### config.mk
export PLATFORM = sky130hd
export DESIGN_NAME = cu_sequencer
export DESIGN_NICKNAME = d
export VERILOG_FILES = /design/src/rtl/cu_sequencer.sv
export SDC_FILE = /design/constraint.sdc
export NUM_CORES = 1
export LEC_CHECK = 0
export CAP_MARGIN = 10
export CORE_ASPECT_RATIO = 0.6
export CORE_UTILIZATION = 39
export DETAILED_ROUTE_END_ITERATION = 16
export GPL_TIMING_DRIVEN = 0
export MAX_ROUTING_LAYER = met4
export PLACE_DENSITY = 0.77
export SLEW_MARGIN = 25
export SYNTH_ARGS = -nofsm -noshare
export SYNTH_HDL_FRONTEND = slang
export SYNTH_SLANG_ARGS = --single-unit
### constraint.sdc
create_clock -name clk -period 1.5 [get_ports clk]
set_input_delay 0.3 -clock clk [delete_from_list [all_inputs] [get_ports clk]]
set_output_delay 0.3 -clock clk [all_outputs]
set_load 0.01 [all_outputs]
### src/rtl/cu_sequencer.sv
// -----------------------------------------------------------------------------
// cu_sequencer -- multi-cycle instruction sequencer for the 8-bit datapath.
//
// Accepts one 32-bit instruction at a time from the instruction bus and
// latches it into the IR. It then steps through EXEC, an optional multiply
// wait (MUL), and a single write-back / PC-update cycle (WB). The sequencer
// drives the ALU/multiplier operands, the opcode and the start strobe, the
// write-back enable, and the program-counter controls.
//
// Parameters
//   MUL_CYCLES  execute cycles taken by MULTIPLY, EXEC included (1..31)
//   PC_W        program-counter / jump-target width
//
// Ports
//   clk            clock; all state updates on the rising edge
//   reset          synchronous, active-high
//   instr_valid    instruction bus holds a valid instruction
//   instruction    [7:0] opA, [15:8] opB, [20:16] opcode, [29:21] target
//   SREG           status flags {V,N,C,Z}
//   instr_ack      instruction accepted this cycle (only input-to-output path)
//   operand_a/b    latched operands
//   alu_opcode     latched opcode
//   alu_start      one-cycle start strobe to the ALU/multiplier
//   mul_busy       multiply in progress
//   wb_en          write the result register this cycle
//   hold           1 = PC holds, 0 = PC advances or jumps
//   jump_en        PC loads jump_line_num this cycle
//   jump_line_num  jump target (zero unless the IR holds a jump)
//   halted         sequencer stopped until reset
//   illegal_op     (CU_ILLEGAL_TRAP_EN only) undefined opcode trapped
//
// Build option
//   CU_ILLEGAL_TRAP_EN  when defined, an undefined opcode halts the sequencer
//                       and raises illegal_op; otherwise it retires as a NOP.
// -----------------------------------------------------------------------------
module cu_sequencer #(
   parameter int MUL_CYCLES = 8,
   parameter int PC_W       = 9
) (
   input  logic            clk,
   input  logic            reset,
   input  logic            instr_valid,
   input  logic [31:0]     instruction,
   input  logic [3:0]      SREG,
   output logic            instr_ack,
   output logic [7:0]      operand_a,
   output logic [7:0]      operand_b,
   output logic [4:0]      alu_opcode,
   output logic            alu_start,
   output logic            mul_busy,
   output logic            wb_en,
   output logic            hold,
   output logic            jump_en,
   output logic [PC_W-1:0] jump_line_num,
`ifdef CU_ILLEGAL_TRAP_EN
   output logic            illegal_op,
`endif
   output logic            halted
);

   localparam logic [4:0] OP_MUL  = 5'h10;
   localparam logic [4:0] OP_JMP  = 5'h11;
   localparam logic [4:0] OP_JZ   = 5'h12;
   localparam logic [4:0] OP_JC   = 5'h13;
   localparam logic [4:0] OP_JN   = 5'h14;
   localparam logic [4:0] OP_JV   = 5'h15;
   localparam logic [4:0] OP_HALT = 5'h1F;

   // EXEC is the first of the MUL_CYCLES multiply cycles, so the MUL state
   // runs for MUL_CYCLES-1 cycles.
   localparam logic [4:0] CNT_INIT = 5'(MUL_CYCLES - 1);

   typedef enum logic [2:0] {
      S_FETCH,
      S_EXEC,
      S_MUL,
      S_WB,
      S_HALT
   } state_t;

   state_t      state_q;
   state_t      state_d;
   logic [29:0] ir_q;
   logic [4:0]  cnt_q;
   logic        taken_q;
   logic [4:0]  op;

   // Bits [31:30] of the instruction word carry nothing for this sequencer.
   logic unused_ir_bits;
   assign unused_ir_bits = ^instruction[31:30];

   function automatic logic is_alu(input logic [4:0] o);
      return (o >= 5'h01) && (o <= 5'h0F);
   endfunction

   function automatic logic is_jump(input logic [4:0] o);
      return (o >= OP_JMP) && (o <= OP_JV);
   endfunction

`ifdef CU_ILLEGAL_TRAP_EN
   function automatic logic is_undef(input logic [4:0] o);
      return (o >= 5'h16) && (o <= 5'h1E);
   endfunction
`endif

   // Flag test for the jump family; SREG = {V,N,C,Z}.
   function automatic logic jump_cond(input logic [4:0] o, input logic [3:0] f);
      logic t;
      t = 1'b0;
      case (o)
         OP_JMP:  t = 1'b1;
         OP_JZ:   t = f[0];
         OP_JC:   t = f[1];
         OP_JN:   t = f[2];
         OP_JV:   t = f[3];
         default: t = 1'b0;
      endcase
      return t;
   endfunction

   assign op = ir_q[20:16];

   // ---- state register ----
   always_ff @(posedge clk) begin
      if (reset) state_q <= S_FETCH;
      else       state_q <= state_d;
   end

   // ---- IR, multiply counter and sampled jump condition ----
   always_ff @(posedge clk) begin
      if (reset) begin
         ir_q    <= '0;
         cnt_q   <= '0;
         taken_q <= 1'b0;
      end else begin
         if (state_q == S_FETCH && instr_valid) ir_q <= instruction[29:0];
         if (state_q == S_EXEC) begin
            taken_q <= jump_cond(op, SREG);
            cnt_q   <= CNT_INIT;
         end else if (state_q == S_MUL) begin
            cnt_q <= cnt_q - 5'd1;
         end
      end
   end

`ifdef CU_ILLEGAL_TRAP_EN
   logic illegal_q;
   always_ff @(posedge clk) begin
      if (reset)                                    illegal_q <= 1'b0;
      else if (state_q == S_EXEC && is_undef(op))   illegal_q <= 1'b1;
   end
   assign illegal_op = illegal_q;
`endif

   // ---- next state and control outputs ----
   always_comb begin
      state_d   = state_q;
      hold      = 1'b1;
      instr_ack = 1'b0;
      alu_start = 1'b0;
      mul_busy  = 1'b0;
      wb_en     = 1'b0;
      jump_en   = 1'b0;
      halted    = 1'b0;
      case (state_q)
         S_FETCH: begin
            // Masked during reset so the bus never sees an acknowledge that
            // the reset is about to discard.
            instr_ack = instr_valid && !reset;
            if (instr_valid) state_d = S_EXEC;
         end
         S_EXEC: begin
            alu_start = is_alu(op) || (op == OP_MUL);
            if (op == OP_MUL)       state_d = (MUL_CYCLES == 1) ? S_WB : S_MUL;
            else if (op == OP_HALT) state_d = S_HALT;
`ifdef CU_ILLEGAL_TRAP_EN
            else if (is_undef(op))  state_d = S_HALT;
`endif
            else                    state_d = S_WB;
         end
         S_MUL: begin
            mul_busy = 1'b1;
            if (cnt_q <= 5'd1) state_d = S_WB;
         end
         S_WB: begin
            hold    = 1'b0;
            wb_en   = is_alu(op) || (op == OP_MUL);
            jump_en = taken_q;
            state_d = S_FETCH;
         end
         S_HALT: begin
            halted = 1'b1;
         end
         default: state_d = S_FETCH;
      endcase
   end

   assign operand_a     = ir_q[7:0];
   assign operand_b     = ir_q[15:8];
   assign alu_opcode    = op;
   assign jump_line_num = is_jump(op) ? PC_W'(ir_q[29:21]) : '0;

endmodule

==> impl_results.md, run 1 <==
* Routed Wire Length at approximately 6500 um
* Syn Inst Count at about 240
* YS warnings at 0
* RSZ-0062 raised after global routing: yes
* DPL Wire Length at between 3000 and 4000 um
* Critical path arrival at between 1.5 and 2 ns
* Hold Startpoint: ir_q[22]$_SDFFE_PP0P_
* Layout area overhead at 85.82%
* Htree depth at 2
* Gr usage total at a little over a fifth
* Slack of the critical path at -0.4276 ns
* CP Launch Point: ir_q[17]$_SDFFE_PP0P_
* Synth area leaders: dfxtp_1, nand2_1, buf_4, a21oi_1, and2_1
* Sequential cell area fraction in the yosys report at a little over two fifths
* Fin. max-slew vios at 0
* RR Startpoint: state_q[0]$_SDFFE_PP0P_
* Count leader, synth: nand2_1
* Share of cells above drive strength 1 at between 40% and 50%
* Slowest stage delay, CP at approximately 0.57 ns
* Final #Nets at between 300 and 400
* Crit-path cells: or4_4 -> xnor2_2 -> nor2_1 -> buf_2
* Crit path kind: flip-flop to output pin
* CTS tree: done
* Top cells by count, synth: nand2_1, dfxtp_1, a21oi_1
* Compound-Gate Fraction of Synth Area at ~15%
* Fmax at 518.8 MHz
* Worst Tran Pin Value at ~0.68 ns
* PortBufs at 72
* Clock power frac at 15.3%
* Power Total at around 0.0048 W
* Cts bufs inserted at 5
* Primary FF master, synth: dfxtp_1
* FILL cells at approximately 310
* Switching Share at 36.17%
* Post-Syn Area at approximately 0.0019 sq mm
* Slowest cell on crit path: or4_4
* Die height at about 56 um
* Cells after DPL at about 370
* Pin count of the biggest net entering global routing at 12
* Post-route ant nets at 0
* Synth Area in XOR/XNOR at 0.9409%
* Fin crit period at roughly 1.9 ns
* Status: complete, but fails checks
* Post-synthesis mux area share at 1.142%
* Initial antenna violation count at 0
* Mean Syn Cell Area at 7.856 sq um
* Gate power share at between 50% and 60%
* Worst EP required at ~1.2 ns
* Final Non-Filler Cells at approximately 400
* Post-synthesis simple-gate area fraction at about a quarter
* Iteration-0 DRC Markers at 65
* Drt via density at 4.971
* Worst setup EP type: output pin
* # IOs at 76
* CTS max path bufs at 2
* Post-synth EDFFs at 0
* Global-route wire length before repair at 8493 um
* Pwr dens at around 1400 mW/mm^2
* Starting Density at roughly two fifths
* P_sw at ~0.0017 W
* Most area-hungry cell type in the Yosys netlist: dfxtp_1
* Sequential power share at between 20 and 30%
* Relative slew margins at a little over half
* Via count at slightly above 2000
* Die Wd at between 90 and 100 um
* TNS Setup at -10.33 ns
* Int Pwr at 0.003070 W
* Pleak at 1.536 nW
* Failing checks: setup timing
* Worst-path clk slew at around 0.08 ns
* Register Area at 800.8 sq um
* Maximum vdd drop at ~0.65 mV
* Share of the synthesized area in the top cell type at about two fifths
* Final hold vios at 0
* Per-cell routed wire length at approximately 16 um
* Total core area at about 0.0046 sq mm
* DRT Pass-1 Iters at 4
* Clk Latency, worst-skew pair at about 0.29 ns
* Largest family of logic cells by synthesized area: simple AND/OR/NAND/NOR gates
* Rows at 19
* Worst Skew at 0.004627 ns
* Final core utilization at between 70% and 80%
* Die area at ~0.0051 sq mm
* Antenna Cells at 0
* CP Launch Type: flip-flop
* CTS sink count at 39
* Yosys cell types at 39
* Adder-Cell Fraction of Synth Area at under 10%
* Gp weighted congestion at about 0.77
* Clock Tree Root: clkbuf_8
* Ys async rst share at 0%
* Area occupied by multi-input gates at 0.001140 sq mm
* Yosys reg bits at 39
* Worst min-delay path class: flip-flop to flip-flop
* Critical Path Fanout Max at 4
* DRC Markers at 0
* Maxcap violations at 0
* Setup Viol. Count Final at just over 50
* Vias in the first global route at 1834
* Syn nets at 278
* Post-route clock period utilization at 128.5%
* Global route overflow at 0
## cells by family (layout without fill, tap and decap cells)
kind of cell / Yosys count / in the layout
mux: 2 / 2
fa+ha+maj: 2 / 2
xor+xnor: 2 / 2
buf+inv: 42 / 154
simple gates: 103 / 103
flops: 39 / 39
compound gates: 47 / 47
## metrics by stage
stage | area (sq um) | setup slack, ns | hold WS, ns
floorplan | 1876 | 0.002247 | 0.4285
global placement | 2675 | -1.067 | 0.4390
detailed placement | 2675 | -1.053 | 0.4430
CTS | 3003 | -0.3604 | 0.4538
global route | 3460 | -0.4556 | 0.4735
finish | 3460 | -0.4276 | 0.4507
## routing by layer
layer	up-vias	track usage, %	part of all wire (%)
met5	-	-	0
met4	0	4.762	1.7
met3	14	5.372	4.9
met2	80	35.39	49
met1	959	27.97	44
li1	995	-	-
## path summary, 6_finish.rpt
path | cells after the start | slack, ns | endpoint
setup / recovery | 4 | -0.43 | alu_start
hold / removal | 2 | 0.45 | ir_q[22]$_SDFFE_PP0P_
setup reg to reg | 9 | -0.19 | ir_q[18]$_SDFFE_PP0P_
hold reg to reg | 2 | 0.45 | ir_q[22]$_SDFFE_PP0P_
## cell usage in the layout, fill, tap and decap left out, types with 10 or more instances in the layout
cell type	n
a21oi_1	10
dlygate4sd2_1	19
nand2_1	41
nand2_4	10
nand2_2	12
dfxtp_1	31
a21oi_2	22
buf_6	26
clkdlybuf4s50_1	34
buf_4	38
## state kept, by name, summed over array words and instances (netlist names)
| register | count |
|---|---|
| state_q | 3 |
| cnt_q | 5 |
| ir_q | 30 |
| taken_q | 1 |
## power groups by stage
stage	Clock [W]	Combinational (W)	Sequential (W)
5_1_grt	0.000774	0.00279	0.00146
4_1_cts	0.000720	0.00183	0.00141
2_1_floorplan	0	0.00101	0.00138
3_5_place_dp	0	0.00152	0.00142
6_report	0.000735	0.00263	0.00144
3_3_place_gp	0	0.00148	0.00141
## critical path: cells and delay by family (launching register included)
kind,cells,cell delay (ns)
buf+inv,1,0.15
flops,1,0.37
xor+xnor,1,0.15
simple gates,2,0.67
## repair_timing
item,4_1_cts,5_1_grt
setup buffers,21,12
endpoints found under the setup margin,68,52
pin swaps,16,39
gates resized for setup,137,87
endpoints found under the hold margin,0,0
gates cloned,1,4
hold buffers,0,0
## layout make-up
type / count / area share [%]
multi-input combinational: 156 / 32.95
timing repair buffer: 107 / 29.84
sequential: 39 / 23.15
buffer: 35 / 8.644
clock buffer: 6 / 2.387
tap: 63 / 2.278
inverter: 5 / 0.6148
clock inverter: 1 / 0.1447
No activity file was read; power rests on OpenSTA's default activity.
==> run 2: changes to the inputs <==
- CTS_CLUSTER_SIZE: unset -> 12
==> results of run 2 <==
Final layout, timing and power as in run 1 (identical DEF).
